[config.mk]
export PLATFORM = sky130hd
export DESIGN_NAME = btn_scen_debouncer_flat
export DESIGN_NICKNAME = d
export VERILOG_FILES = /design/src/rtl/btn_pkg.sv /design/src/rtl/btn_scen_debouncer_if.sv /design/src/rtl/btn_debounce_ch.sv /design/src/rtl/btn_scen_debouncer.sv /design/src/flat_wrapper.sv
export SDC_FILE = /design/constraint.sdc
export NUM_CORES = 1
export LEC_CHECK = 0
export BUFFER_PORTS_ARGS = -buffer_cell sky130_fd_sc_hd__buf_4
export CAP_MARGIN = 20
export CORE_MARGIN = 2
export CORE_UTILIZATION = 60
export DETAILED_ROUTE_END_ITERATION = 16
export PLACE_DENSITY = 0.77
export SLEW_MARGIN = 20
export SYNTH_ARGS = -nofsm -noshare
export SYNTH_HDL_FRONTEND = slang
export SYNTH_SLANG_ARGS = --single-unit
export TNS_END_PERCENT = 20
[constraint.sdc]
create_clock -name Clk -period 2.65 [get_ports Clk]
set_clock_uncertainty 0.05 [all_clocks]
set_input_delay 0.53 -clock Clk [delete_from_list [all_inputs] [get_ports Clk]]
set_output_delay 0.53 -clock Clk [all_outputs]
set_load 0.005 [all_outputs]
[src/rtl/btn_pkg.sv]
// rtl/btn_pkg.sv - shared types, channel indices and helpers for the button conditioner
package btn_pkg;

    typedef enum logic [4:0] {
        IDLE      = 5'b00001,
        DEB_PRESS = 5'b00010,
        PRESSED   = 5'b00100,
        HELD      = 5'b01000,
        DEB_REL   = 5'b10000
    } deb_state_t;

    localparam int BTN_R   = 0;
    localparam int BTN_L   = 1;
    localparam int BTN_U   = 2;
    localparam int BTN_D   = 3;
    localparam int BTN_C   = 4;
    localparam int BTN_CHK = 5;

    function automatic int max3(input int a, input int b, input int c);
        int m;
        m = (a > b) ? a : b;
        return (m > c) ? m : c;
    endfunction

endpackage

[src/rtl/btn_scen_debouncer_if.sv]
// rtl/btn_scen_debouncer_if.sv - raw button levels in, debounced level/pulse outputs
interface btn_scen_debouncer_if #(
    parameter int N_BTN = 6
);
    logic [N_BTN-1:0] btn_raw;
    logic [N_BTN-1:0] btn_db;
    logic [N_BTN-1:0] btn_scen;
    logic [N_BTN-1:0] btn_mcen;
    logic             any_scen;

    modport master (output btn_raw, input btn_db, input btn_scen, input btn_mcen, input any_scen);
    modport slave  (input btn_raw, output btn_db, output btn_scen, output btn_mcen, output any_scen);
endinterface

[src/rtl/btn_debounce_ch.sv]
// rtl/btn_debounce_ch.sv - one channel: 2-flop sync, debounce FSM, optional repeat (AUTO_REPEAT_EN)
module btn_debounce_ch
    import btn_pkg::*;
#(
    parameter int DEB_CYCLES    = 1000000,
    parameter int REPEAT_DELAY  = 50000000,
    parameter int REPEAT_PERIOD = 20000000
) (
    input  logic clk,
    input  logic resetn,
    input  logic raw,
    output logic db,
    output logic scen,
    output logic mcen
);

    localparam int MAXP = max3(DEB_CYCLES, REPEAT_DELAY, REPEAT_PERIOD);
    localparam int CW   = (MAXP > 1) ? $clog2(MAXP) : 1;
    localparam logic [CW-1:0] DEB_LAST = CW'(DEB_CYCLES - 1);

    logic          sync1;
    logic          s;
    deb_state_t    state;
    logic [CW-1:0] cnt;

`ifdef AUTO_REPEAT_EN
    localparam logic [CW-1:0] DLY_LAST = CW'(REPEAT_DELAY - 1);
    localparam logic [CW-1:0] PER_LAST = CW'(REPEAT_PERIOD - 1);
    logic [CW-1:0] rcnt;
    logic          rep_on;
`else
    assign mcen = scen;
`endif

    always_ff @(posedge clk) begin
        if (!resetn) begin
            sync1 <= 1'b0;
            s     <= 1'b0;
            state <= IDLE;
            cnt   <= '0;
            db    <= 1'b0;
            scen  <= 1'b0;
`ifdef AUTO_REPEAT_EN
            rcnt   <= '0;
            rep_on <= 1'b0;
            mcen   <= 1'b0;
`endif
        end else begin
            sync1 <= raw;
            s     <= sync1;
            scen  <= 1'b0;
`ifdef AUTO_REPEAT_EN
            mcen  <= 1'b0;
`endif
            case (state)
                IDLE: begin
                    cnt <= '0;
                    if (s) state <= DEB_PRESS;
                end
                DEB_PRESS: begin
                    if (!s) begin
                        state <= IDLE;
                        cnt   <= '0;
                    end else if (cnt == DEB_LAST) begin
                        state <= PRESSED;
                        cnt   <= '0;
                        scen  <= 1'b1;
                        db    <= 1'b1;
`ifdef AUTO_REPEAT_EN
                        mcen   <= 1'b1;
                        rcnt   <= '0;
                        rep_on <= 1'b0;
`endif
                    end else begin
                        cnt <= cnt + 1'b1;
                    end
                end
                PRESSED: state <= HELD;
                HELD: begin
                    if (!s) begin
                        state <= DEB_REL;
                        cnt   <= '0;
                    end
                end
                DEB_REL: begin
                    if (s) begin
                        state <= HELD;
                        cnt   <= '0;
                    end else if (cnt == DEB_LAST) begin
                        state <= IDLE;
                        cnt   <= '0;
                        db    <= 1'b0;
                    end else begin
                        cnt <= cnt + 1'b1;
                    end
                end
                default: begin
                    state <= IDLE;
                    cnt   <= '0;
                    db    <= 1'b0;
                end
            endcase
`ifdef AUTO_REPEAT_EN
            // Repeat count runs from PRESSED through an unbroken HELD; frozen in DEB_REL.
            if (state == PRESSED || (state == HELD && s)) begin
                if (!rep_on && rcnt == DLY_LAST) begin
                    mcen   <= 1'b1;
                    rcnt   <= '0;
                    rep_on <= 1'b1;
                end else if (rep_on && rcnt == PER_LAST) begin
                    mcen <= 1'b1;
                    rcnt <= '0;
                end else begin
                    rcnt <= rcnt + 1'b1;
                end
            end else if (state == DEB_REL && s) begin
                rcnt   <= '0;
                rep_on <= 1'b0;
            end
`endif
        end
    end

endmodule

[src/rtl/btn_scen_debouncer.sv]
// rtl/btn_scen_debouncer.sv - N_BTN independent debounce channels; AUTO_REPEAT_EN enables repeat pulses
module btn_scen_debouncer #(
    parameter int N_BTN         = 6,
    parameter int DEB_CYCLES    = 1000000,
    parameter int REPEAT_DELAY  = 50000000,
    parameter int REPEAT_PERIOD = 20000000
) (
    input  logic                Clk,
    input  logic                Reset,
    btn_scen_debouncer_if.slave bus
);

    logic [N_BTN-1:0] db;
    logic [N_BTN-1:0] scen;
    logic [N_BTN-1:0] mcen;

    for (genvar k = 0; k < N_BTN; k++) begin : g_ch
        btn_debounce_ch #(
            .DEB_CYCLES   (DEB_CYCLES),
            .REPEAT_DELAY (REPEAT_DELAY),
            .REPEAT_PERIOD(REPEAT_PERIOD)
        ) u_ch (
            .clk   (Clk),
            .resetn(Reset),
            .raw   (bus.btn_raw[k]),
            .db    (db[k]),
            .scen  (scen[k]),
            .mcen  (mcen[k])
        );
    end

    assign bus.btn_db   = db;
    assign bus.btn_scen = scen;
    assign bus.btn_mcen = mcen;
    assign bus.any_scen = |scen;

endmodule

[src/flat_wrapper.sv]
// flat-port wrapper written by rule: the top's interface ports become plain ports
module btn_scen_debouncer_flat 
#(
    parameter int N_BTN         = 6,
    parameter int DEB_CYCLES    = 1000000,
    parameter int REPEAT_DELAY  = 50000000,
    parameter int REPEAT_PERIOD = 20000000
)
  (Clk, Reset, bus_btn_raw, bus_btn_db, bus_btn_scen, bus_btn_mcen, bus_any_scen);
  btn_scen_debouncer_if #(.N_BTN(N_BTN)) bus_i ();
  input  logic Clk;
  input  logic Reset;
  input wire logic [$bits(bus_i.btn_raw)-1:0] bus_btn_raw;
  output wire logic [$bits(bus_i.btn_db)-1:0] bus_btn_db;
  output wire logic [$bits(bus_i.btn_scen)-1:0] bus_btn_scen;
  output wire logic [$bits(bus_i.btn_mcen)-1:0] bus_btn_mcen;
  output wire logic [$bits(bus_i.any_scen)-1:0] bus_any_scen;
  assign bus_i.btn_raw = bus_btn_raw;
  assign bus_btn_db = bus_i.btn_db;
  assign bus_btn_scen = bus_i.btn_scen;
  assign bus_btn_mcen = bus_i.btn_mcen;
  assign bus_any_scen = bus_i.any_scen;
  btn_scen_debouncer #(.N_BTN(N_BTN), .DEB_CYCLES(DEB_CYCLES), .REPEAT_DELAY(REPEAT_DELAY), .REPEAT_PERIOD(REPEAT_PERIOD)) u_core (.Clk(Clk), .Reset(Reset), .bus(bus_i));
endmodule
Word level (Yosys, flattened, before mapping)
Index checks and enable logic that the tools add are counted.
{ "classes": {"addsub": 6, "n_eq_ne": 84, "mux": 108, "n_bitwise": 12, "reduce_logical": 31} }
{ "ops": {"columns": ["cell", "count"], "rows": [
  ["$mux W26", 24],
  ["$pmux W26 S4", 6],
  ["$mux W5", 36],
  ["$add A26 B1 Y26 const B", 6],
  ["$eq A26 B20 Y1 const B", 6],
  ["$pmux W5 S5", 6],
  ["$ne A2 B2 Y1 const B", 36],
  ["$ne A3 B3 Y1 const B", 12],
  ["$eq A5 B1 Y1 const B", 6],
  ["$eq A5 B2 Y1 const B", 6],
  ["$eq A5 B3 Y1 const B", 6],
  ["$eq A5 B4 Y1 const B", 6],
  ["$eq A5 B5 Y1 const B", 6],
  ["$mux W1", 30],
  ["$reduce_and A5 Y1", 6],
  ["$reduce_and A4 Y1", 6],
  ["$pmux W1 S3", 6],
  ["$reduce_and A3 Y1", 6],
  ["$reduce_or A3 Y1", 6],
  ["$not A1 Y1", 12],
  ["$reduce_and A2 Y1", 6],
  ["$reduce_or A6 Y1", 1]
]} }
{ "totals": {"ff_bits": 210, "inputBits": 8, "output_inout_bits": 19, "word_cells": 277} }

Depth between registers and ports, before layout
{ "depth": {"word_depth": 4, "mapped_depth": 9, "ltp_nobuf": 7} }

Modules after synthesis
Synthesis repeated with hierarchy kept, for this count alone.
{ "unflattened": {"cells_unflattened": 1382, "area_unflattened_um2": 11771.3} }
{ "modules_own_cells": {"columns": ["mod", "instances", "cells_per_inst", "area_each_um2"], "rows": [
  ["btn_debounce_ch at u_core.g_ch[0].u_ch ...", 4, 230, 1960.6],
  ["btn_debounce_ch at u_core.g_ch[5].u_ch", 1, 232, 2024.4],
  ["btn_debounce_ch at u_core.g_ch[1].u_ch", 1, 227, 1890.6],
  ["btn_scen_debouncer", 1, 3, 13.8]
]} }

Worst setup path before layout
No wires, ideal clock.
{ "synth_timing": {"path_type": "register to register", "startpoint": "register u_core.g_ch[3].u_ch.cnt[0]", "endpoint": "register u_core.g_ch[3].u_ch.cnt[10]", "setup_ps": 117, "t_arrival_ps": 1872, "setup_slack_ps": 611, "path_stages_with_launch": 10, "path_cell_list": "dfxtp_1 -> ha_1 -> nor3b_1 -> and4_1 -> nand4_1 -> and3_1 -> clkbuf_1 -> o21ai_2 -> buf_2 -> nor2_1"} }
{ "synth_between": {"elab_chain_cells": 4} }
{ "synth_lines": {"columns": ["item", "line", "text"], "rows": [
  ["start: declaration", "btn_debounce_ch.sv:24", "logic [CW-1:0] cnt;"],
  ["start signal: assignment", "btn_debounce_ch.sv:75", "cnt <= cnt + 1'b1;"],
  ["start signal: assignment", "btn_debounce_ch.sv:94", "cnt <= cnt + 1'b1;"],
  ["$add A26 B1 Y26 or $eq A26 B20 Y1 (tied branches)", null, null],
  ["$mux W26 *", "btn_debounce_ch.sv:64, btn_debounce_ch.sv:89", null],
  ["$mux W26 (on tied branches)", "btn_debounce_ch.sv:86, btn_debounce_ch.sv:61", null],
  ["$pmux W26 S4 *", "btn_debounce_ch.sv:55", "case (state)"]
]} }
Every way passes the cells marked *; elsewhere a longest branch is shown, timed or not.
A chain may end at the register's enable or synchronous reset.

Final worst setup path
{ "layout_timing": {"startpoint": "register u_core.g_ch[3].u_ch.cnt[0]", "endpoint": "register u_core.g_ch[3].u_ch.cnt[23]"} }
Same word-level chain as after synthesis.

==> flow_metrics.env <==
export IMPL_floorplan_initialDensity=0.610
export IMPL_p_int_uw=4990
export IMPL_post_cts_setup_bufs=0
export IMPL_synth_top_flop_cell="sky130_fd_sc_hd__dfxtp_1"
export IMPL_cts_tree="done"
export IMPL_place_gp_congestion=0.830
export IMPL_worstPathRequired_ps=2970
export IMPL_initial_antenna_violation_count=0
export IMPL_switching_share_of_power=0.203
export IMPL_routed_wl_um=21000
export IMPL_post_route_period_util=0.844
export IMPL_yosys_cell_types_count=73
export IMPL_number_of_hold_slack_violations_in_the_final_timing_report=0
export IMPL_worst_setup_path_type="reg -> reg"
export IMPL_grt_first_pass_wirelength_um=35800
export IMPL_route_vias_total=8665
export IMPL_core_region_area_sq_mm=0.0172
export IMPL_slew_headroom=0.549
export IMPL_antenna_cells_inserted=0
export IMPL_worst_pin_slew_ps=670
export IMPL_cellLeakagePower_uw=0.00375
export IMPL_area_growth_synth_to_final_pct=9.15
export IMPL_asyncSetResetFlopFracSynth=0
export IMPL_critical_path_max_stage_delay_ps=370
export IMPL_synth_top_family_by_area="simple AND/OR/NAND/NOR gates"
export IMPL_clockPowerShare=0.473
export IMPL_ys_seq_area_frac=0.401
export IMPL_grt_pass1_vias=7795
export IMPL_finish_instance_area_sq_mm=0.0114
export IMPL_critical_path_slowest_cell="sky130_fd_sc_hd__dfxtp_1"
export IMPL_routed_wire_length_per_instance_um=14.1
export IMPL_cts_hold_buffers=0
export IMPL_portBuffers=26
export IMPL_post_route_util=0.666
export IMPL_ff2ff_path_depth=8
export IMPL_number_of_enable_type_register_cells_in_the_synthesized_netlist=0
export IMPL_nets=1266
export IMPL_synth_seq_cells=210
export IMPL_dr_pass1_iters=6
export IMPL_accumulated_negative_setup_slack_ps=0
export IMPL_yosysTopAreaCell="sky130_fd_sc_hd__dfxtp_1"
export IMPL_avgSynthCellArea_sq_um=8.35
export IMPL_path_cells="ha_1 -> nor3b_1 -> and4_1 -> nand4_1 -> and3_1 -> o21ai_2 -> buf_4 -> nor2_1"
export IMPL_synth_area_mux_share=0.00980
export IMPL_rows=48
export IMPL_clkSlewWorstSetupHoldPaths_ps=60
export IMPL_worst_hold_path_type="in -> reg"
export IMPL_power_density_mw_per_mm2=547
export IMPL_drive_above_1_share=0.0847
export IMPL_synth_net_count=1268
export IMPL_finalSetupViolations=0
export IMPL_ys_warn_count=0
export IMPL_critical_path_max_fanout=25
export IMPL_cts_buffers_inserted=23
export IMPL_cts_resized=0
export IMPL_ctsLongestPathBuffers=3
export IMPL_maxClockFrequency_mhz=447
export IMPL_place_hpwl_um=14100
export IMPL_cts_htree_levels=1
export IMPL_global_route_usage_total=0.227
export IMPL_synthDominantCellAreaShare=0.401
export IMPL_synthSimpleGateAreaFrac=0.326
export IMPL_synthesis_area_sq_mm=0.0105
export IMPL_dieArea_sq_mm=0.0185
export IMPL_synth_cells=1254
export IMPL_drv_cap=0
export IMPL_power_ir_vdd_worst_v=0.000560
export IMPL_timing_final_max_slew_violations=0
export IMPL_clock_insertion_delay_worst_skew_ps=500
export IMPL_top_level_i_o_count=27
export IMPL_area_fraction_in_compound_gates_after_synthesis=0.0921
export IMPL_run_status="completed"
export IMPL_grt_start_max_net_pins=27
export IMPL_yosys_top_cells_area="sky130_fd_sc_hd__dfxtp_1, sky130_fd_sc_hd__nor2_1, sky130_fd_sc_hd__xor2_1"
export IMPL_startpoint_type="flip-flop"
export IMPL_finalCriticalPeriod_ps=2240
export IMPL_combinational_power_share=0.016
export IMPL_drc_marker_count_from_the_first_detailed_route_iteration=523
export IMPL_switching_power_uw=1270
export IMPL_p_seq_frac=0.511
export IMPL_drc=0
export IMPL_buffer_type_at_the_clock_tree_root="sky130_fd_sc_hd__clkbuf_16"
export IMPL_synth_adder_area_share=0.00717
export IMPL_synth_xor_area_frac=0.119
export IMPL_unrepaired_setup_endpoints_after_global_routing="false"
export IMPL_detail_route_vias_per_cell=5.82
export IMPL_clock_sinks=210
export IMPL_placedInstanceArea_sq_mm=0.0107
export IMPL_die_span_x_um=136
export IMPL_die_h_um=136
export IMPL_worst_hold_path_num_cells=2
export IMPL_endpoint_kind_of_the_worst_setup_timing_path="flip-flop"
export IMPL_arrival_ps=2560
export IMPL_globalRouteOverflowTotal=0
export IMPL_drtAntennaViolNets=0
[routing by layer]
| metal | vias up | track usage | routed length [um] |
|---|---|---|---|
| met2 | 168 | 0.356 | 9530 |
| met1 | 4051 | 0.326 | 10100 |
| met5 | - | 0 | 0 |
| met4 | 0 | 0.0660 | 422 |
| met3 | 43 | 0.0321 | 861 |
| li1 | 4403 | - | - |
[placed cells by master, fill, tap and decap left out, types with 10 or more instances in the layout]
master	count
sky130_fd_sc_hd__clkbuf_16	23
sky130_fd_sc_hd__and2_1	22
sky130_fd_sc_hd__xor2_1	85
sky130_fd_sc_hd__o21ai_0	33
sky130_fd_sc_hd__xnor2_1	57
sky130_fd_sc_hd__nor4b_1	13
sky130_fd_sc_hd__a21oi_1	39
sky130_fd_sc_hd__and4_1	23
sky130_fd_sc_hd__nor3_1	38
sky130_fd_sc_hd__nand4_1	44
sky130_fd_sc_hd__nor4_1	32
sky130_fd_sc_hd__nand3_1	71
sky130_fd_sc_hd__nand2b_1	12
sky130_fd_sc_hd__inv_1	17
sky130_fd_sc_hd__nand3b_1	10
sky130_fd_sc_hd__nor2_1	203
sky130_fd_sc_hd__a31oi_1	12
sky130_fd_sc_hd__buf_4	50
sky130_fd_sc_hd__nand2_1	90
sky130_fd_sc_hd__nor2b_1	17
sky130_fd_sc_hd__and3_1	25
sky130_fd_sc_hd__dfxtp_1	210
[cells in the mapped netlist, types with 3 or more instances]
| cell type | count |
|---|---|
| sky130_fd_sc_hd__and3_1 | 25 |
| sky130_fd_sc_hd__inv_1 | 17 |
| sky130_fd_sc_hd__nand4_1 | 44 |
| sky130_fd_sc_hd__nand2_1 | 90 |
| sky130_fd_sc_hd__o2111ai_1 | 3 |
| sky130_fd_sc_hd__a31oi_1 | 12 |
| sky130_fd_sc_hd__nor4_1 | 32 |
| sky130_fd_sc_hd__or3b_1 | 3 |
| sky130_fd_sc_hd__xor2_1 | 85 |
| sky130_fd_sc_hd__or3_1 | 5 |
| sky130_fd_sc_hd__nor2b_1 | 17 |
| sky130_fd_sc_hd__mux2i_1 | 8 |
| sky130_fd_sc_hd__a21oi_1 | 39 |
| sky130_fd_sc_hd__nor3b_1 | 7 |
| sky130_fd_sc_hd__o21a_1 | 4 |
| sky130_fd_sc_hd__nor4b_1 | 13 |
| sky130_fd_sc_hd__nor4_2 | 3 |
| sky130_fd_sc_hd__buf_2 | 17 |
| sky130_fd_sc_hd__dfxtp_1 | 210 |
| sky130_fd_sc_hd__nor3_1 | 38 |
| sky130_fd_sc_hd__o32a_1 | 5 |
| sky130_fd_sc_hd__and2_1 | 22 |
| sky130_fd_sc_hd__nand4b_1 | 9 |
| sky130_fd_sc_hd__nand3_1 | 71 |
| sky130_fd_sc_hd__ha_1 | 6 |
| sky130_fd_sc_hd__nor2_1 | 203 |
| sky130_fd_sc_hd__and4_1 | 23 |
| sky130_fd_sc_hd__o31ai_1 | 6 |
| sky130_fd_sc_hd__nor4bb_1 | 3 |
| sky130_fd_sc_hd__and3b_1 | 3 |
| sky130_fd_sc_hd__buf_4 | 20 |
| sky130_fd_sc_hd__a2111o_1 | 3 |
| sky130_fd_sc_hd__nand2b_1 | 12 |
| sky130_fd_sc_hd__clkbuf_1 | 39 |
| sky130_fd_sc_hd__o21ai_0 | 33 |
| sky130_fd_sc_hd__nor3_2 | 3 |
| sky130_fd_sc_hd__nand3b_1 | 10 |
| sky130_fd_sc_hd__a2111oi_2 | 3 |
| sky130_fd_sc_hd__o21ai_1 | 5 |
| sky130_fd_sc_hd__xnor2_1 | 57 |
| sky130_fd_sc_hd__a22oi_1 | 3 |
[cells by family after synthesis]
family | Yosys count
simple gates | 648
flops | 210
compound gates | 142
xor+xnor | 142
buf+inv | 96
mux | 10
fa+ha+maj | 6
[critical path: cells and delay by family (launching register included)]
family / cells / cell delay [ps]
buffers and inverters: 1 / 280
adders and majority gates: 1 / 240
AOI/OAI and AO/OA: 1 / 140
DFF: 1 / 370
and+or+nand+nor: 5 / 1030
[cell type report]
cell class / count / area (sq um)
Clock buffer: 36 / 694
Timing Repair Buffer: 50 / 375
Inverter: 19 / 71.3
Sequential cell: 210 / 4200
Fill cell: 1480 / 5740
Tap cell: 225 / 282
Multi-Input combinational cell: 948 / 5810
[per-stage QoR]
stage          setup WS [ps]  std cells  total power [uW]  hold slack [ps]
3_5_place_dp             437       1452              3360              369
2_1_floorplan            611       1254              3330              362
5_1_grt                  233       1488              6470              192
4_1_cts                  430       1488              6340              167
6_report                 414       1488              6260              189
3_3_place_gp             521       1452              3360              364
[path summary, 6_finish.rpt]
kind	start	to	slack [ps]
max	u_core.g_ch[3].u_ch.cnt[0]	u_core.g_ch[3].u_ch.cnt[23]	410
min	bus_btn_raw[2]	u_core.g_ch[2].u_ch.sync1	190
max reg2reg	u_core.g_ch[3].u_ch.cnt[0]	u_core.g_ch[3].u_ch.cnt[23]	410
min reg2reg	u_core.g_ch[2].u_ch.sync1	u_core.g_ch[2].u_ch.s	380
[state kept, by name, indices dropped and copies added, names as in the netlist]
name,flops
u_core.g_ch.u_ch.state,30
u_core.g_ch.u_ch.s,6
u_core.g_ch.u_ch.sync1,6
u_core.g_ch.u_ch.db,6
u_core.g_ch.u_ch.mcen,6
u_core.g_ch.u_ch.cnt,156
[power by group through the flow]
stage | sequential (uW) | combinational (uW) | clock [uW]
after detailed placement | 3270 | 96.2 | 0
after global routing | 3200 | 109 | 3160
after CTS | 3200 | 97.4 | 3040
final | 3200 | 98.1 | 2960
after global placement | 3270 | 93.8 | 0
after floorplan | 3250 | 82.2 | 0
Note: power is estimated with default switching activity, not from simulation.
